**src/rtl/uart_tx_if.sv**
```systemverilog
// Byte handshake plus serial line and status toward the pad for the UART transmitter.
interface uart_tx_if;
  logic [7:0] tx_data;
  logic       tx_valid;
  logic       tx_ready;
  logic       tx;
  logic       tx_busy;
  logic       tx_done;

  // Byte producer side
  modport master (
    output tx_data,
    output tx_valid,
    input  tx_ready,
    input  tx,
    input  tx_busy,
    input  tx_done
  );

  // Transmitter side
  modport slave (
    input  tx_data,
    input  tx_valid,
    output tx_ready,
    output tx,
    output tx_busy,
    output tx_done
  );
endinterface

```
**src/rtl/uart_tx_framer.sv**
```systemverilog
// UART transmitter: one byte per valid/ready handshake, sent as
// start / 8 data bits LSB first / optional even parity / 1 or 2 stop bits.
// All outputs come straight from flops; tx_done is a 1-cycle strobe.
module uart_tx_framer #(
  parameter int unsigned CLKS_PER_BIT = 16,
  parameter int unsigned PARITY_EN    = 0,
  parameter int unsigned STOP_BITS    = 1
) (
  input  logic     clk,
  input  logic     rst,
  uart_tx_if.slave bus
);

  localparam int unsigned BAUD_W = (CLKS_PER_BIT > 1) ? $clog2(CLKS_PER_BIT) : 1;
  localparam logic [BAUD_W-1:0] BAUD_LAST = BAUD_W'(CLKS_PER_BIT - 1);

  // Reject parameter values the framing logic cannot honour
  generate
    if (CLKS_PER_BIT < 2) begin : g_bad_cpb
      $fatal(1, "uart_tx_framer: CLKS_PER_BIT must be >= 2");
    end
    if ((STOP_BITS != 1) && (STOP_BITS != 2)) begin : g_bad_stop
      $fatal(1, "uart_tx_framer: STOP_BITS must be 1 or 2");
    end
  endgenerate

  typedef enum logic [2:0] {
    IDLE   = 3'd0,
    START  = 3'd1,
    DATA   = 3'd2,
    PARITY = 3'd3,
    STOP   = 3'd4
  } state_t;

  state_t            state_q, state_d;
  logic [BAUD_W-1:0] baud_q, baud_d;
  logic [2:0]        bit_q, bit_d;
  logic              stop_q, stop_d;
  logic [7:0]        shift_q, shift_d;
  logic              par_q, par_d;
  logic              tx_q, tx_d;
  logic              done_d;
  logic              ready_q, busy_q, done_q;
  logic              bit_end;

  assign bus.tx       = tx_q;
  assign bus.tx_ready = ready_q;
  assign bus.tx_busy  = busy_q;
  assign bus.tx_done  = done_q;

  assign bit_end = (baud_q == BAUD_LAST);

  // Next-state and next-line-value logic; each bit lasts CLKS_PER_BIT cycles
  always_comb begin
    state_d = state_q;
    baud_d  = baud_q;
    bit_d   = bit_q;
    stop_d  = stop_q;
    shift_d = shift_q;
    par_d   = par_q;
    tx_d    = tx_q;
    done_d  = 1'b0;

    if (state_q != IDLE) begin
      baud_d = bit_end ? '0 : baud_q + BAUD_W'(1);
    end

    case (state_q)
      IDLE: begin
        tx_d   = 1'b1;
        baud_d = '0;
        if (bus.tx_valid) begin
          state_d = START;
          shift_d = bus.tx_data;
          par_d   = ^bus.tx_data;
          bit_d   = '0;
          stop_d  = 1'b0;
          tx_d    = 1'b0;
        end
      end
      START: begin
        if (bit_end) begin
          state_d = DATA;
          tx_d    = shift_q[0];
          shift_d = {1'b0, shift_q[7:1]};
        end
      end
      DATA: begin
        if (bit_end) begin
          if (bit_q == 3'd7) begin
            if (PARITY_EN != 0) begin
              state_d = PARITY;
              tx_d    = par_q;
            end else begin
              state_d = STOP;
              tx_d    = 1'b1;
            end
          end else begin
            bit_d   = bit_q + 3'd1;
            tx_d    = shift_q[0];
            shift_d = {1'b0, shift_q[7:1]};
          end
        end
      end
      PARITY: begin
        if (bit_end) begin
          state_d = STOP;
          tx_d    = 1'b1;
        end
      end
      STOP: begin
        if (bit_end) begin
          if ((STOP_BITS == 2) && !stop_q) begin
            stop_d = 1'b1;
          end else begin
            state_d = IDLE;
            done_d  = 1'b1;
            tx_d    = 1'b1;
          end
        end
      end
      default: begin
        state_d = IDLE;
        tx_d    = 1'b1;
      end
    endcase
  end

  // State, datapath and registered outputs; reset abandons any frame at once
  always_ff @(posedge clk or posedge rst) begin
    if (rst) begin
      state_q <= IDLE;
      baud_q  <= '0;
      bit_q   <= '0;
      stop_q  <= 1'b0;
      shift_q <= '0;
      par_q   <= 1'b0;
      tx_q    <= 1'b1;
      ready_q <= 1'b1;
      busy_q  <= 1'b0;
      done_q  <= 1'b0;
    end else begin
      state_q <= state_d;
      baud_q  <= baud_d;
      bit_q   <= bit_d;
      stop_q  <= stop_d;
      shift_q <= shift_d;
      par_q   <= par_d;
      tx_q    <= tx_d;
      ready_q <= (state_d == IDLE);
      busy_q  <= (state_d != IDLE);
      done_q  <= done_d;
    end
  end

endmodule
```
**src/flat_wrapper.sv**
```systemverilog
// flat-port wrapper written by rule: the top's interface ports become plain ports
module uart_tx_framer_flat 
#(
  parameter int unsigned CLKS_PER_BIT = 16,
  parameter int unsigned PARITY_EN    = 0,
  parameter int unsigned STOP_BITS    = 1
)
  (clk, rst, bus_tx_data, bus_tx_valid, bus_tx_ready, bus_tx, bus_tx_busy, bus_tx_done);
  uart_tx_if bus_i ();
  input  logic clk;
  input  logic rst;
  input wire logic [$bits(bus_i.tx_data)-1:0] bus_tx_data;
  input wire logic [$bits(bus_i.tx_valid)-1:0] bus_tx_valid;
  output wire logic [$bits(bus_i.tx_ready)-1:0] bus_tx_ready;
  output wire logic [$bits(bus_i.tx)-1:0] bus_tx;
  output wire logic [$bits(bus_i.tx_busy)-1:0] bus_tx_busy;
  output wire logic [$bits(bus_i.tx_done)-1:0] bus_tx_done;
  assign bus_i.tx_data = bus_tx_data;
  assign bus_i.tx_valid = bus_tx_valid;
  assign bus_tx_ready = bus_i.tx_ready;
  assign bus_tx = bus_i.tx;
  assign bus_tx_busy = bus_i.tx_busy;
  assign bus_tx_done = bus_i.tx_done;
  uart_tx_framer #(.CLKS_PER_BIT(CLKS_PER_BIT), .PARITY_EN(PARITY_EN), .STOP_BITS(STOP_BITS)) u_core (.clk(clk), .rst(rst), .bus(bus_i));
endmodule
```
**config.mk**
```make
export PLATFORM = sky130hd
export DESIGN_NAME = uart_tx_framer_flat
export DESIGN_NICKNAME = d
export VERILOG_FILES = /design/src/rtl/uart_tx_if.sv /design/src/rtl/uart_tx_framer.sv /design/src/flat_wrapper.sv
export SDC_FILE = /design/constraint.sdc
export NUM_CORES = 1
export LEC_CHECK = 0
export BUFFER_PORTS_ARGS = -buffer_cell sky130_fd_sc_hd__buf_2
export CORE_ASPECT_RATIO = 1.4
export CORE_UTILIZATION = 45
export DETAILED_ROUTE_END_ITERATION = 16
export PLACE_DENSITY = 0.67
export SLEW_MARGIN = 20
export SYNTH_ARGS = -nofsm -noshare
export SYNTH_HDL_FRONTEND = slang
export SYNTH_SLANG_ARGS = --single-unit
```
**constraint.sdc**
```tcl
create_clock -name clk -period 1.8 [get_ports clk]
set_input_delay 0.54 -clock clk [delete_from_list [all_inputs] [get_ports clk]]
set_output_delay 0.54 -clock clk [all_outputs]
set_load 0.05 [all_outputs]
```
==> run metrics <==
status complete, but fails checks; failing checks design-rule violations, negative setup slack; Fillers 194; Die Y 60.4 um; Synth Area in Adders 3.42%; fin crit period 1.88 ns; synth warn 0; worst slew pin tran 0.452 ns; H-tree levels 1; crit share post-route 104%; root buf cell clkbuf_4; cell area after synthesis 1100 um2; port bufs 14; Synth Area in Compound Gates 9.82%; Pwr Total 2020 uW; DRT iter0 DRCs 13; clk sinks 22; clock slew at reported path FFs 0.12 ns; Arr. time, crit path 2.08 ns; fraction of layout cells with a size suffix above 1 43.9%; pwr dens 1550 nW/um2; Max Fclk 0.532 GHz; Leakage 0.000634 uW; RSZ-0062 raised after global routing true; buffer levels on the longest clock path 2; WL/cell 13.3 um; ANT cells 0; initial antenna violation count 0; reg2reg setup slack -0.08 ns; # nets final 138; multi-input logic area 515 um2; total routed wirelength 1920 um; post-route setup slack -0.0805 ns; area share of and/or/nand/nor cells after synthesis 15.5%; CP required 2.00 ns; Pins Over Slew Limit 0; leading area contributor after synthesis dfrtp_1; main combinational cell family by area after synthesis multiplexers; initial core utilization 49.2%; Post-Place Cell Area 1270 um2; core area 2230 um2; dpl ws -0.0829 ns; Max transition margin 69.9%; Post-Syn Area per Cell 11.4 um2; final std cell area, no fill 1310 um2; Rows 20; routability congestion estimate 0.739; Detailed Place HPWL 1510 um; Die X 43.7 um; Yosys cell types 28; Final ANT Viol Nets 0; Residual DRC 1; final core occ 58.7%; Layout area overhead 19.3%; worst r2r path cells 6; total congestion overflow 0; FFs w/ async S/R, synth 100%; clk_lat worst skew 0.30 ns; die area 2640 um2; Via density 5.42; Register Area 553 um2; Hold WC Path Type in2async; sequential cell area fraction in the yosys report 50.5%; drt first pass iters 10; vias in the first global route 819; largest net degree at the start of global routing 13; Final Hold Viols 0; Max Fanout on Critical Path 8; CP Capture Type flip-flop; count leader, synth dfrtp_1; Synth top area share 45.7%; Post-Synth XOR/XNOR Area 1.60%; Synth Instances 96; R2R Path End u_core.shift_q[4]$_DFFE_PP0P_; # placed instances 141; detailed-route via count 786; first-pass GRT wire length 3280 um; synthesis-stage register bit count 22; IO Pins 15; Non-Filler Instances 145; maximum vdd drop 932 uV; CTS tree done; Post-synth EDFFs 0; critical setup path kind reg2reg; Mapped Nets 110; ranking of synthesized cells by area dfrtp_1, mux2_2, dfstp_2, ha_1, nor2b_1; GR Util All Layers 17.0%; cts bufs inserted 3; Post-synth top flop dfrtp_1; multiplexer share of the synthesized area 16.4%; worst clock skew 0.00347 ns; top post-synthesis cells by count dfrtp_1, mux2_2, nor2_1, nor2b_1; Crit Reg-Reg Startpoint u_core.bit_q[0]$_DFFE_PP0P_; # setup viols final 8; startpoint types flip-flop; MaxCap Viol Count 0
critical path, cell delays in order, from the launching register on:
cell and delay [ns]:
dfrtp_1 0.40, ha_1 0.21, ha_2 0.17, or3b_1 0.36
a211oi_2 0.20, a21oi_2 0.12, mux2_2 0.31
how the worst max path moves through the flow:
stage / from / cells past startpoint / end
after floorplan: u_core.bit_q[0]$_DFFE_PP0P_ / 6 / u_core.shift_q[0]$_DFFE_PP0P_
after global placement: u_core.bit_q[0]$_DFFE_PP0P_ / 6 / u_core.shift_q[7]$_DFFE_PP0P_
after detailed placement: u_core.bit_q[0]$_DFFE_PP0P_ / 6 / u_core.shift_q[4]$_DFFE_PP0P_
after CTS: u_core.bit_q[0]$_DFFE_PP0P_ / 6 / u_core.shift_q[4]$_DFFE_PP0P_
after global routing: u_core.bit_q[0]$_DFFE_PP0P_ / 6 / u_core.shift_q[6]$_DFFE_PP0P_
final: u_core.bit_q[0]$_DFFE_PP0P_ / 6 / u_core.shift_q[4]$_DFFE_PP0P_
per-layer routing:
metal / share of wire (%) / track usage, % / vias up / wire (um)
met5: 0 / 0 / - / 0
met4: 1.3 / 8.04 / 0 / 25
met3: 1.7 / 1.79 / 2 / 33
met2: 53 / 33.0 / 9 / 1020
met1: 44 / 18.0 / 382 / 844
li1: - / - / 393 / -
cells in the final DEF (no fill, tap or decap), types with 4 or more instances in the layout:
| master | Yosys | layout |
|---|---|---|
| dfrtp_1 | 20 | 20 |
| a21oi_1 | 4 | 4 |
| nand2b_1 | 4 | 4 |
| buf_2 | 0 | 14 |
| nor2b_1 | 5 | 5 |
| nor2_1 | 7 | 7 |
| o21ai_0 | 4 | 4 |
| inv_1 | 4 | 4 |
| buf_4 | 1 | 12 |
| mux2_2 | 16 | 16 |
kinds of logic after synthesis:
logic type,count (synthesis)
AO/OA/AOI/OAI,16
XOR/XNOR,2
adder cells (fa/ha/maj),3
buffers and inverters,7
flip-flops,22
multiplexers,16
AND/OR/NAND/NOR,30
area by class of cell:
type / instances / area share, %
clock buffers: 4 / 2.78
inverters: 4 / 1.15
multi-input cells: 67 / 39.4
flip-flops and latches: 22 / 42.3
well taps: 22 / 2.11
repair buffers: 26 / 12.2
metrics by stage:
stage	setup TNS (ns)	hold WS, ns
after floorplan	-0.0458	0.464
after global placement	-0.278	0.481
after detailed placement	-0.573	0.488
after CTS	-0.736	0.224
after global routing	-1.58	0.234
final	-0.592	0.211
sequential cells by signal, summed over array words and instances (netlist names):
register             count
u_core.state_q           3
u_core.shift_q           8
u_core.bus.tx_busy       1
u_core.bus.tx            1
u_core.bit_q             3
u_core.bus.tx_ready      1
u_core.baud_q            4
u_core.bus.tx_done       1
power breakdown:
part / internal (uW) / switching (uW)
clock: 123 / 147
sequential: 680 / 136
combinational: 505 / 433
repair_timing:
action,CTS,global route
resized for setup,0,0
setup endpoints to repair,9,11
hold buffers,0,0
buffers inserted,0,0
Power figures use the tool's default switching activity.
